$ cat src/rtl/gate_pkg.sv
// Shared definitions for the gate BIST: function codes, FSM states and the
// reference evaluation of a gate over an up-to-MAX_IN-bit input vector.
package gate_pkg;

  localparam int unsigned MAX_IN = 8;
  localparam int unsigned FUNC_W = 3;
  localparam int unsigned CNT_W  = 4;

  localparam logic [FUNC_W-1:0] GATE_AND  = 3'd0;
  localparam logic [FUNC_W-1:0] GATE_OR   = 3'd1;
  localparam logic [FUNC_W-1:0] GATE_NAND = 3'd2;
  localparam logic [FUNC_W-1:0] GATE_NOR  = 3'd3;
  localparam logic [FUNC_W-1:0] GATE_XOR  = 3'd4;
  localparam logic [FUNC_W-1:0] GATE_XNOR = 3'd5;

  typedef enum logic [1:0] {
    ST_IDLE  = 2'd0,
    ST_APPLY = 2'd1,
    ST_CHECK = 2'd2
  } state_e;

  // Only the low n_in bits of vec take part in the reduction.
  function automatic logic gate_ref(input logic [FUNC_W-1:0] func,
                                    input logic [MAX_IN-1:0] vec,
                                    input int                n_in);
    logic [MAX_IN-1:0] mask;
    logic              r_and;
    logic              r_or;
    logic              r_xor;
    logic              r;
    for (int i = 0; i < int'(MAX_IN); i++) begin
      mask[i] = (i < n_in);
    end
    r_and = &(vec | ~mask);
    r_or  = |(vec & mask);
    r_xor = ^(vec & mask);
    case (func)
      GATE_AND:  r = r_and;
      GATE_OR:   r = r_or;
      GATE_NAND: r = ~r_and;
      GATE_NOR:  r = ~r_or;
      GATE_XOR:  r = r_xor;
      GATE_XNOR: r = ~r_xor;
      default:   r = 1'b0;
    endcase
    return r;
  endfunction

endpackage

$ cat src/rtl/gate_ref_model.sv
// Combinational reference output for the selected gate function.
module gate_ref_model
  import gate_pkg::*;
#(
  parameter int unsigned N_IN = 2,
  parameter int unsigned FUNC = 0
) (
  input  logic [N_IN-1:0] vec,
  output logic            exp
);

  always_comb begin
    exp = gate_ref(FUNC_W'(FUNC), MAX_IN'(vec), int'(N_IN));
  end

endmodule

$ cat src/rtl/gate_bist.sv
// Exhaustive stimulus/response BIST around a single combinational gate:
// sweeps every input vector, samples y_in after a settle window, and scores it.
module gate_bist
  import gate_pkg::*;
#(
  parameter int unsigned N_IN   = 2,
  parameter int unsigned SETTLE = 2,
  parameter int unsigned FUNC   = 0
) (
  input  logic              clk,
  input  logic              rst_n,
  input  logic              start,
  input  logic              y_in,
  output logic [N_IN-1:0]   a_out,
  output logic              busy,
  output logic              done,
  output logic              pass,
  output logic [N_IN:0]     err_count,
  output logic              fail_valid,
  output logic [N_IN-1:0]   first_fail_vec
);

  localparam int unsigned ERR_W = N_IN + 1;
  localparam logic [CNT_W-1:0] CNT_RELOAD = CNT_W'(SETTLE - 1);

  state_e            state_q, state_d;
  logic [CNT_W-1:0]  cnt_q, cnt_d;
  logic [N_IN-1:0]   a_q, a_d;
  logic              busy_q, busy_d;
  logic              done_q, done_d;
  logic              pass_q, pass_d;
  logic [ERR_W-1:0]  err_q, err_d;
  logic              fail_valid_q, fail_valid_d;
  logic [N_IN-1:0]   first_fail_q, first_fail_d;
  logic              exp_c;
  logic              mismatch_c;

  gate_ref_model #(.N_IN(N_IN), .FUNC(FUNC)) u_ref (
    .vec (a_q),
    .exp (exp_c)
  );

  assign mismatch_c = (y_in != exp_c);

  always_ff @(posedge clk or negedge rst_n) begin
    if (!rst_n) begin
      state_q      <= ST_IDLE;
      cnt_q        <= '0;
      a_q          <= '0;
      busy_q       <= 1'b0;
      done_q       <= 1'b0;
      pass_q       <= 1'b0;
      err_q        <= '0;
      fail_valid_q <= 1'b0;
      first_fail_q <= '0;
    end else begin
      state_q      <= state_d;
      cnt_q        <= cnt_d;
      a_q          <= a_d;
      busy_q       <= busy_d;
      done_q       <= done_d;
      pass_q       <= pass_d;
      err_q        <= err_d;
      fail_valid_q <= fail_valid_d;
      first_fail_q <= first_fail_d;
    end
  end

  // Sweep sequencing and scoring; done is the only self-clearing output.
  always_comb begin
    state_d      = state_q;
    cnt_d        = cnt_q;
    a_d          = a_q;
    busy_d       = busy_q;
    done_d       = 1'b0;
    pass_d       = pass_q;
    err_d        = err_q;
    fail_valid_d = fail_valid_q;
    first_fail_d = first_fail_q;
    case (state_q)
      ST_IDLE: begin
        if (start) begin
          state_d      = ST_APPLY;
          a_d          = '0;
          cnt_d        = CNT_RELOAD;
          busy_d       = 1'b1;
          pass_d       = 1'b0;
          err_d        = '0;
          fail_valid_d = 1'b0;
          first_fail_d = '0;
        end
      end
      ST_APPLY: begin
        if (cnt_q != '0) begin
          cnt_d = cnt_q - CNT_W'(1);
        end else begin
          state_d = ST_CHECK;
        end
      end
      ST_CHECK: begin
        if (mismatch_c) begin
          err_d = err_q + ERR_W'(1);
          if (!fail_valid_q) begin
            fail_valid_d = 1'b1;
            first_fail_d = a_q;
          end
        end
        if (&a_q) begin
          state_d = ST_IDLE;
          a_d     = '0;
          busy_d  = 1'b0;
          done_d  = 1'b1;
          // The last vector's compare counts toward the verdict.
          pass_d  = !mismatch_c && (err_q == '0);
        end else begin
          state_d = ST_APPLY;
          a_d     = a_q + N_IN'(1);
          cnt_d   = CNT_RELOAD;
        end
      end
      default: state_d = ST_IDLE;
    endcase
  end

  assign a_out          = a_q;
  assign busy           = busy_q;
  assign done           = done_q;
  assign pass           = pass_q;
  assign err_count      = err_q;
  assign fail_valid     = fail_valid_q;
  assign first_fail_vec = first_fail_q;

endmodule

$ cat config.mk
export PLATFORM = sky130hd
export DESIGN_NAME = gate_bist
export DESIGN_NICKNAME = d
export VERILOG_FILES = /design/src/rtl/gate_pkg.sv /design/src/rtl/gate_ref_model.sv /design/src/rtl/gate_bist.sv
export SDC_FILE = /design/constraint.sdc
export NUM_CORES = 1
export LEC_CHECK = 0
export ABC_CLOCK_PERIOD_IN_PS = 2000
export CAP_MARGIN = 10
export CORE_UTILIZATION = 50
export DETAILED_ROUTE_END_ITERATION = 7
export PLACE_DENSITY = 0.77
export SLEW_MARGIN = 25
export SYNTH_ARGS = -nofsm -noshare
export SYNTH_HDL_FRONTEND = slang
export SYNTH_SLANG_ARGS = --single-unit
$ cat constraint.sdc
create_clock -name clk -period 2 [get_ports clk]
set_input_delay 0.3 -clock clk [delete_from_list [all_inputs] [get_ports clk]]
set_output_delay 0.3 -clock clk [all_outputs]
set_load 0.01 [all_outputs]
Yosys cells after proc, flatten, opt, wreduce, memory -nomap -nowiden --
Index checks and enable logic that the tools add are counted.
Cells by class: add/subtract/negate cells 3, equal/unequal tests 10, multiplexer cells 27, reduce and logical (&&, ||, !) cells 14
Operator list (number):
- 2-bit inequality test, second input constant | 7
- 2-bit two-way mux | 6
- 4-bit two-way mux | 3
- 4-bit case mux with 3 select lines | 1
- 1-bit two-way mux | 8
- 2-bit case mux with 2 select lines | 2
- 4-bit AND reduction | 2
- 3-bit two-way mux | 2
- 1-bit case mux with 2 select lines | 3
- 2-bit case mux with 3 select lines | 1
- 3-bit case mux with 2 select lines | 1
- 2-bit AND reduction | 3
- 3-bit AND reduction | 2
- 4-bit nonzero test | 1
- 4-bit by 1-bit subtractor with 4-bit output, second input constant | 1
- 3-bit by 1-bit adder with 3-bit output, second input constant | 1
- 3-bit zero test | 1
- 3-bit nonzero test | 1
- 2-bit by 1-bit adder with 2-bit output, second input constant | 1
- 2-bit by 1-bit equality test with 1-bit output, second input constant | 1
- 2-bit equality test, second input constant | 1
- 2-bit zero test | 1
- 2-bit nonzero test | 1
- 1-bit logical AND | 1
- 2 further kinds | 2
Word-level totals: register bits after elaboration 17, output and inout bits 11, logic and storage cells 63

Longest topological paths before layout --
Gate-level depths: netlist of the first run.
depth after elaboration 6, gate-level depth with buffers 5

By module --
From an unflattened synthesis of the first run, not the netlist that was laid out.
Second synthesis, totals: cells, all modules 90, area, all modules 928.4 um2
Modules (own cells, without submodules):
- gate_bist | instances 1, cells an instance 89, area each 922.1 um2, seq. area each 425.4 um2
- gate_ref_model | instances 1, cells an instance 1, area each 6.3 um2, seq. area each 0.0 um2

Worst setup path before layout of the first run --
Ideal clock, no wire load.
path kind reg2reg, start register a_q[0], in the netlist a_out[0], end register err_q[1], in the netlist err_count[1], setup time 120 ps, arrival 1296 ps, setup slack 584 ps, stages on the path, launching flop included 5, path buffers 0, period minus slack after synthesis 1416 ps, cells stage by stage dfrtp_1 ha_1 xor2_1 nand2_1 a31o_1
On the way: longest elaborated chain between the ends 4
RTL lines:
- start: declaration | RTL line gate_bist.sv:28 | logic [N_IN-1:0] a_q, a_d;
- start signal: assignment | RTL line gate_bist.sv:49 | a_q <= '0;
- start signal: assignment | RTL line gate_bist.sv:59 | a_q <= a_d;
- 2-bit AND reduction | RTL line gate_pkg.sv:34 | r_and = &(vec | ~mask);
- 1-bit inequality test | RTL line gate_bist.sv:43 | assign mismatch_c = (y_in != exp_c);
- 2-bit inequality test (no source line)
- 3-bit AND reduction (no source line)
- end signal: assignment | RTL line gate_bist.sv:63 | err_q <= err_d;
- end: declaration | RTL line gate_bist.sv:32 | logic [ERR_W-1:0] err_q, err_d;
Every way passes these cells. A chain may end at the register's enable or synchronous reset.

Worst setup path after layout of the first run --
start register a_q[0], in the netlist a_out[0], end output a_out[0]
RTL lines:
- end: declaration | RTL line gate_bist.sv:14 | output logic [N_IN-1:0] a_out,
No word-level cell between the ends.

==> reports/qor.yml, run 1 <==
hold_violations: 0
synth_compound_area_share_pct: 17.7
synth_fa_ha_area_share_pct: 6.79
drv_cap: 0
start_util_pct: 53.3
setup_viol: 0
core.rowCount: 15
fin_crit_ns: 1.60
layout.nets: 116
reg2reg_slack_ns: 0.47
worst_slew_pin_slew_ns: 0.357
yosysSeqAreaShare_pct: 46.2
area_delta_synth_final_pct: 20.1
clock.fmax_mhz: 625
grt_pass1_vias: 641
drt_iter0_drc: 14
htree_levels: 1
synthCells: 90
core_area_sq_um: 1730
antenna_found_initial: 0
synthFlopType: "dfrtp_1"
drc_errors: 0
power_frac_comb_pct: 45.4
vias: 712
hold_class: "in2async"
worstSetupPathType: "reg2out"
synth.largest_area_cell: "dfrtp_1"
ff2ff_path_depth: 4
drv_slew: 0
syn_avg_cell_area_sq_um: 10.2
synth.top_cells.by_count: "17 x dfrtp_1, 9 x nand2_1, 7 x inv_1"
synth_edf_count: 0
status: "finished clean"
ys_types: 36
hold_buffers: 0
grt_pass1_wl_microns: 2720
p_sw_share_pct: 39.1
hpwlAfterDp_microns: 1270
synth-simple-area-share_pct: 17.1
synthXorXnorAreaFrac_pct: 1.90
pwr-share-seq_pct: 41.9
crit_path_max_incr_delay_ns: 0.56
routedWlPerCell_microns: 12.9
clkTransAtPathRegs_ns: 0.10
yosys_register_bits: 17
cts_max_path_buffers: 2
crit_chain: "clkdlybuf4s50_1"
antenna_cells: 0
p_switching_w: 0.000567
intPower_w: 0.000883
cts_setup_buffers: 0
end_kind: "output pin"
dr.pass1.iters: 4
crit_slowest_cell: "clkdlybuf4s50_1"
syn-num-nets: 99
cp_num_buf_inv: 1
nFillCells: 144
rsz0062_at_grt: "no"
crit_fanout: 6
worst-endpoint-required_ns: 1.70
grtUsageTotal_pct: 19.0
drtAntennaViolNets: 0
mappedNetlistArea_sq_um: 921
routed_wl_microns: 1690
finalWeightedCongestion: 0.796
tritoncts: "yes"
die_area_sq_um: 2020
cts.sinks: 17
fp.dieW_microns: 44.9
synth_most_common_cell: "dfrtp_1"
start_kind: "register"
relSlewSlack_pct: 76.2
clk_latency_ns: 0.29
cts_resized: 0
port_buffers: 14
synthTopCellsByArea: "dfrtp_1 46%, ha_1 6.8%, nand2_1 3.7%"
grt_overflow: 0
synth.top_cell.area_share_pct: 46.2
root_buffer: "clkbuf_4"
drive_gt1_share_pct: 8.49
p_leak_nw: 0.497
period_share_pct: 80.0
setup_tns_ns: 0
yosys_warnings: 0
pin_count: 15
synth_top_family_by_area: "compound AO/OA/AOI/OAI gates"
cp_top_family: "buffers and inverters"
p_per_area_nw_per_um2: 1310
r2r_end: "err_count[1]$_DFFE_PN0P_"
grt_start_max_net_pins: 18
worst_clock_skew_ns: 0.00289
synthArstFlopShare_pct: 100
synth.area.mux_share_pct: 4.48
p_total_w: 0.00145
r2r-start: "a_out[0]$_DFFE_PN0P_"
chipHeight_microns: 44.9
via_per_inst: 5.44
peakVddDrop_mv: 0.621
cp.arrival_ns: 1.30
numCtsBuffers: 3
clockPowerShare_pct: 12.7
[registers in the layout, summed over array words and instances, names as in the netlist]
signal	count
first_fail_vec	2
state_q	2
pass	1
cnt_q	4
fail_valid	1
err_count	3
done	1
busy	1
a_out	2
[through the flow]
stage	instance area, sq um	hold slack [ns]	setup slack (ns)	instances	utilization, %
3_3_place_gp	1080	0.487	0.395	127	62.5
5_1_grt	1110	0.346	0.332	131	64.1
6_report	1110	0.318	0.401	131	64.1
3_5_place_dp	1080	0.497	0.362	127	62.5
2_1_floorplan	921	0.00441	0.584	90	-
4_1_cts	1110	0.319	0.388	131	64.1
[worst max path at each step]
stage | from | endpoint | slack (ns) | cells past startpoint
2_1_floorplan | a_out[0]$_DFFE_PN0P_ | err_count[1]$_DFFE_PN0P_ | 0.58 | 4
3_3_place_gp | start | err_count[1]$_DFFE_PN0P_ | 0.39 | 3
3_5_place_dp | start | err_count[1]$_DFFE_PN0P_ | 0.36 | 3
4_1_cts | a_out[0]$_DFFE_PN0P_ | a_out[0] | 0.39 | 1
5_1_grt | a_out[0]$_DFFE_PN0P_ | a_out[0] | 0.33 | 1
6_report | a_out[0]$_DFFE_PN0P_ | a_out[0] | 0.40 | 1
[cell type report]
cell class                 instances  area, sq um  share of cell area (%)
tap                               25         31.3                    2.83
sequential                        17          425                    38.5
inverter                           7         26.3                    2.38
timing repair buffer              16          155                    14.0
multi-input combinational         62          442                    39.9
clock buffer                       4         26.3                    2.38
[power groups by stage]
stage / Sequential, W / Combinational (W) / Clock (W)
detailed placement: 0.000615 / 0.000656 / 0
CTS: 0.000606 / 0.000661 / 0.000190
finish: 0.000608 / 0.000658 / 0.000184
global route: 0.000630 / 0.000735 / 0.000203
global placement: 0.000609 / 0.000637 / 0
floorplan: 0.000575 / 0.000496 / 0
[routing by layer]
metal | GRT usage [%] | wire (microns) | up-vias
li1 | - | - | 349
met1 | 23.7 | 800 | 348
met2 | 31.5 | 821 | 11
met3 | 3.60 | 35 | 4
met4 | 9.09 | 27 | 0
met5 | 0 | 0 | -
[kinds of logic (layout without fill, tap and decap cells)]
logic type | after synthesis | count (layout)
buffers and inverters | 11 | 27
and+or+nand+nor | 28 | 28
muxes | 4 | 4
AOI/OAI and AO/OA | 23 | 23
DFF | 17 | 17
xor gates and xnor gates | 2 | 2
adders and majority gates | 5 | 5
[layout by cell type (no fill, tap or decap), types with 2 or more instances in the layout]
master	synthesis	routed
a22o_1	3	3
buf_4	1	2
clkbuf_4	0	3
clkdlybuf4s50_1	0	14
dfrtp_1	17	17
ha_1	5	5
inv_1	7	7
mux2i_1	3	3
nand2_1	9	9
nand2b_1	5	5
nor2_1	4	4
o211ai_1	2	2
o21ai_0	6	6
o221ai_1	2	2
o22ai_1	3	3
(Power assumes the default switching activity.)
==> run 2: changes to the inputs <==
ABC_CLOCK_PERIOD_IN_PS = 1600   (was 2000)
clock period = 1.6 ns   (was 2 ns; I/O delays follow)
==> reports/qor.yml, run 2 (synthesis gave the netlist of run 1 again) <==
crit_path_max_incr_delay_ns: 0.56
hold_class: "in2async"
finalWeightedCongestion: 0.816
cts.sinks: 17
largest_register: "cnt_q"
cp_num_buf_inv: 1
largest_reg_flops: 4
tritoncts: "yes"
fin_util_pct: 64.6
numCtsBuffers: 3
design_area_sq_um: 1120
grt_busiest_layer: "met2"
drt_iter0_drc: 14
p_per_area_nw_per_um2: 1610
core.rowCount: 15
crit_slowest_cell: "clkdlybuf4s50_1"
start_kind: "register"
via_per_inst: 5.17
fp.dieW_microns: 44.9
dr.pass1.iters: 4
root_buffer: "clkbuf_4"
port_buffers: 14
drtAntennaViolNets: 0
htree_levels: 1
drc_errors: 0
worstSetupPathType: "reg2out"
grtUsageMet3_pct: 7.20
hold_violations: 0
drv_slew: 0
cts_max_path_buffers: 2
final_cell_mix: "16 x dfrtp_1, 14 x clkdlybuf4s50_1, 9 x nand2_1"
period_share_pct: 94.4
clk_latency_ns: 0.29
vias: 677
fin_crit_ns: 1.51
p_leak_nw: 0.499
hold_buffers: 0
crit_chain: "clkdlybuf4s50_1"
pin_count: 15
setup_tns_ns: 0
reg2reg_slack_ns: 0.11
layout.nets: 116
setup_viol: 0
cp_top_family: "buffers and inverters"
hpwlAfterDp_microns: 1180
antenna_found_initial: 0
routed_wl_microns: 1570
clkTransAtPathRegs_ns: 0.10
chipHeight_microns: 44.9
end_kind: "output pin"
drv_cap: 0
use_met1_pct: 24.4
worst-endpoint-required_ns: 1.36
grt_pass1_wl_microns: 2590
grt_start_max_net_pins: 18
dpl-instance-area_sq_um: 1080
grt_pass1_vias: 606
use_met2_pct: 27.1
final_common_cell: "dfrtp_1"
antenna_cells: 0
crit_fanout: 5
cp.arrival_ns: 1.27
clock.fmax_mhz: 662
whs_ns: 0.261
die_area_sq_um: 2020
core_area_sq_um: 1730
grtUsageTotal_pct: 18.2
routedWlPerCell_microns: 11.9
relSlewSlack_pct: 76.7
worst_slew_pin_slew_ns: 0.349
status: "finished clean"
drive_gt1_share_pct: 11.3
rsz0062_at_grt: "no"
worst_clock_skew_ns: 0.00358
grt_overflow: 0
area_delta_synth_final_pct: 21.2
start_util_pct: 53.3
peakVddDrop_mv: 1.13
[run 2: final timing paths]
check / startpoint / endpoint / cells past startpoint
hold reg to reg: cnt_q[0]$_DFFE_PN0P_ / cnt_q[0]$_DFFE_PN0P_ / 1
setup reg to reg: cnt_q[0]$_DFFE_PN0P_ / cnt_q[1]$_DFFE_PN0P_ / 5
max in group asynchronous: rst_n / a_out[0]$_DFFE_PN0P_ / 2
hold / removal: rst_n / busy$_DFFE_PN0P_ / 2
min in group clk: cnt_q[0]$_DFFE_PN0P_ / cnt_q[0]$_DFFE_PN0P_ / 1
setup / recovery: a_out[1]$_DFFE_PN0P_ / a_out[1] / 1
[run 2: layout make-up]
cell class / instances / area [sq um]
clock buffer: 3 / 22.5
clock inverter: 1 / 5.00
fill: 144 / 611
inverter: 7 / 26.3
multi-input combinational: 62 / 449
sequential: 17 / 427
tap: 25 / 31.3
timing repair buffer: 16 / 155
[run 2: repair_timing]
action	CTS	global route
resized for setup	0	2
buffers inserted	0	0
endpoints found under the setup margin	0	2
[run 2: metrics by stage]
| stage | power, W | instances | setup slack [ns] |
|---|---|---|---|
| 2_1_floorplan | 0.00134 | 90 | 0.184 |
| 6_report | 0.00180 | 131 | 0.0900 |
| 3_3_place_gp | 0.00156 | 127 | 0.0514 |
| 3_5_place_dp | 0.00159 | 127 | 0.0418 |
| 4_1_cts | 0.00182 | 131 | 0.0534 |
| 5_1_grt | 0.00196 | 131 | 0.0200 |
[run 2: where the power goes]
part	total (W)	switching (W)	internal [W]	leakage [nW]
Clock	0.000222	0.000130	0.0000929	0.0177
Combinational	0.000819	0.000380	0.000440	0.261
Sequential	0.000759	0.000188	0.000571	0.220
[run 2: routing by layer]
metal	share of wire [%]	up-vias
li1	-	350
met1	51	313
met2	45	12
met3	3.1	2
met4	0.77	0
met5	0	-
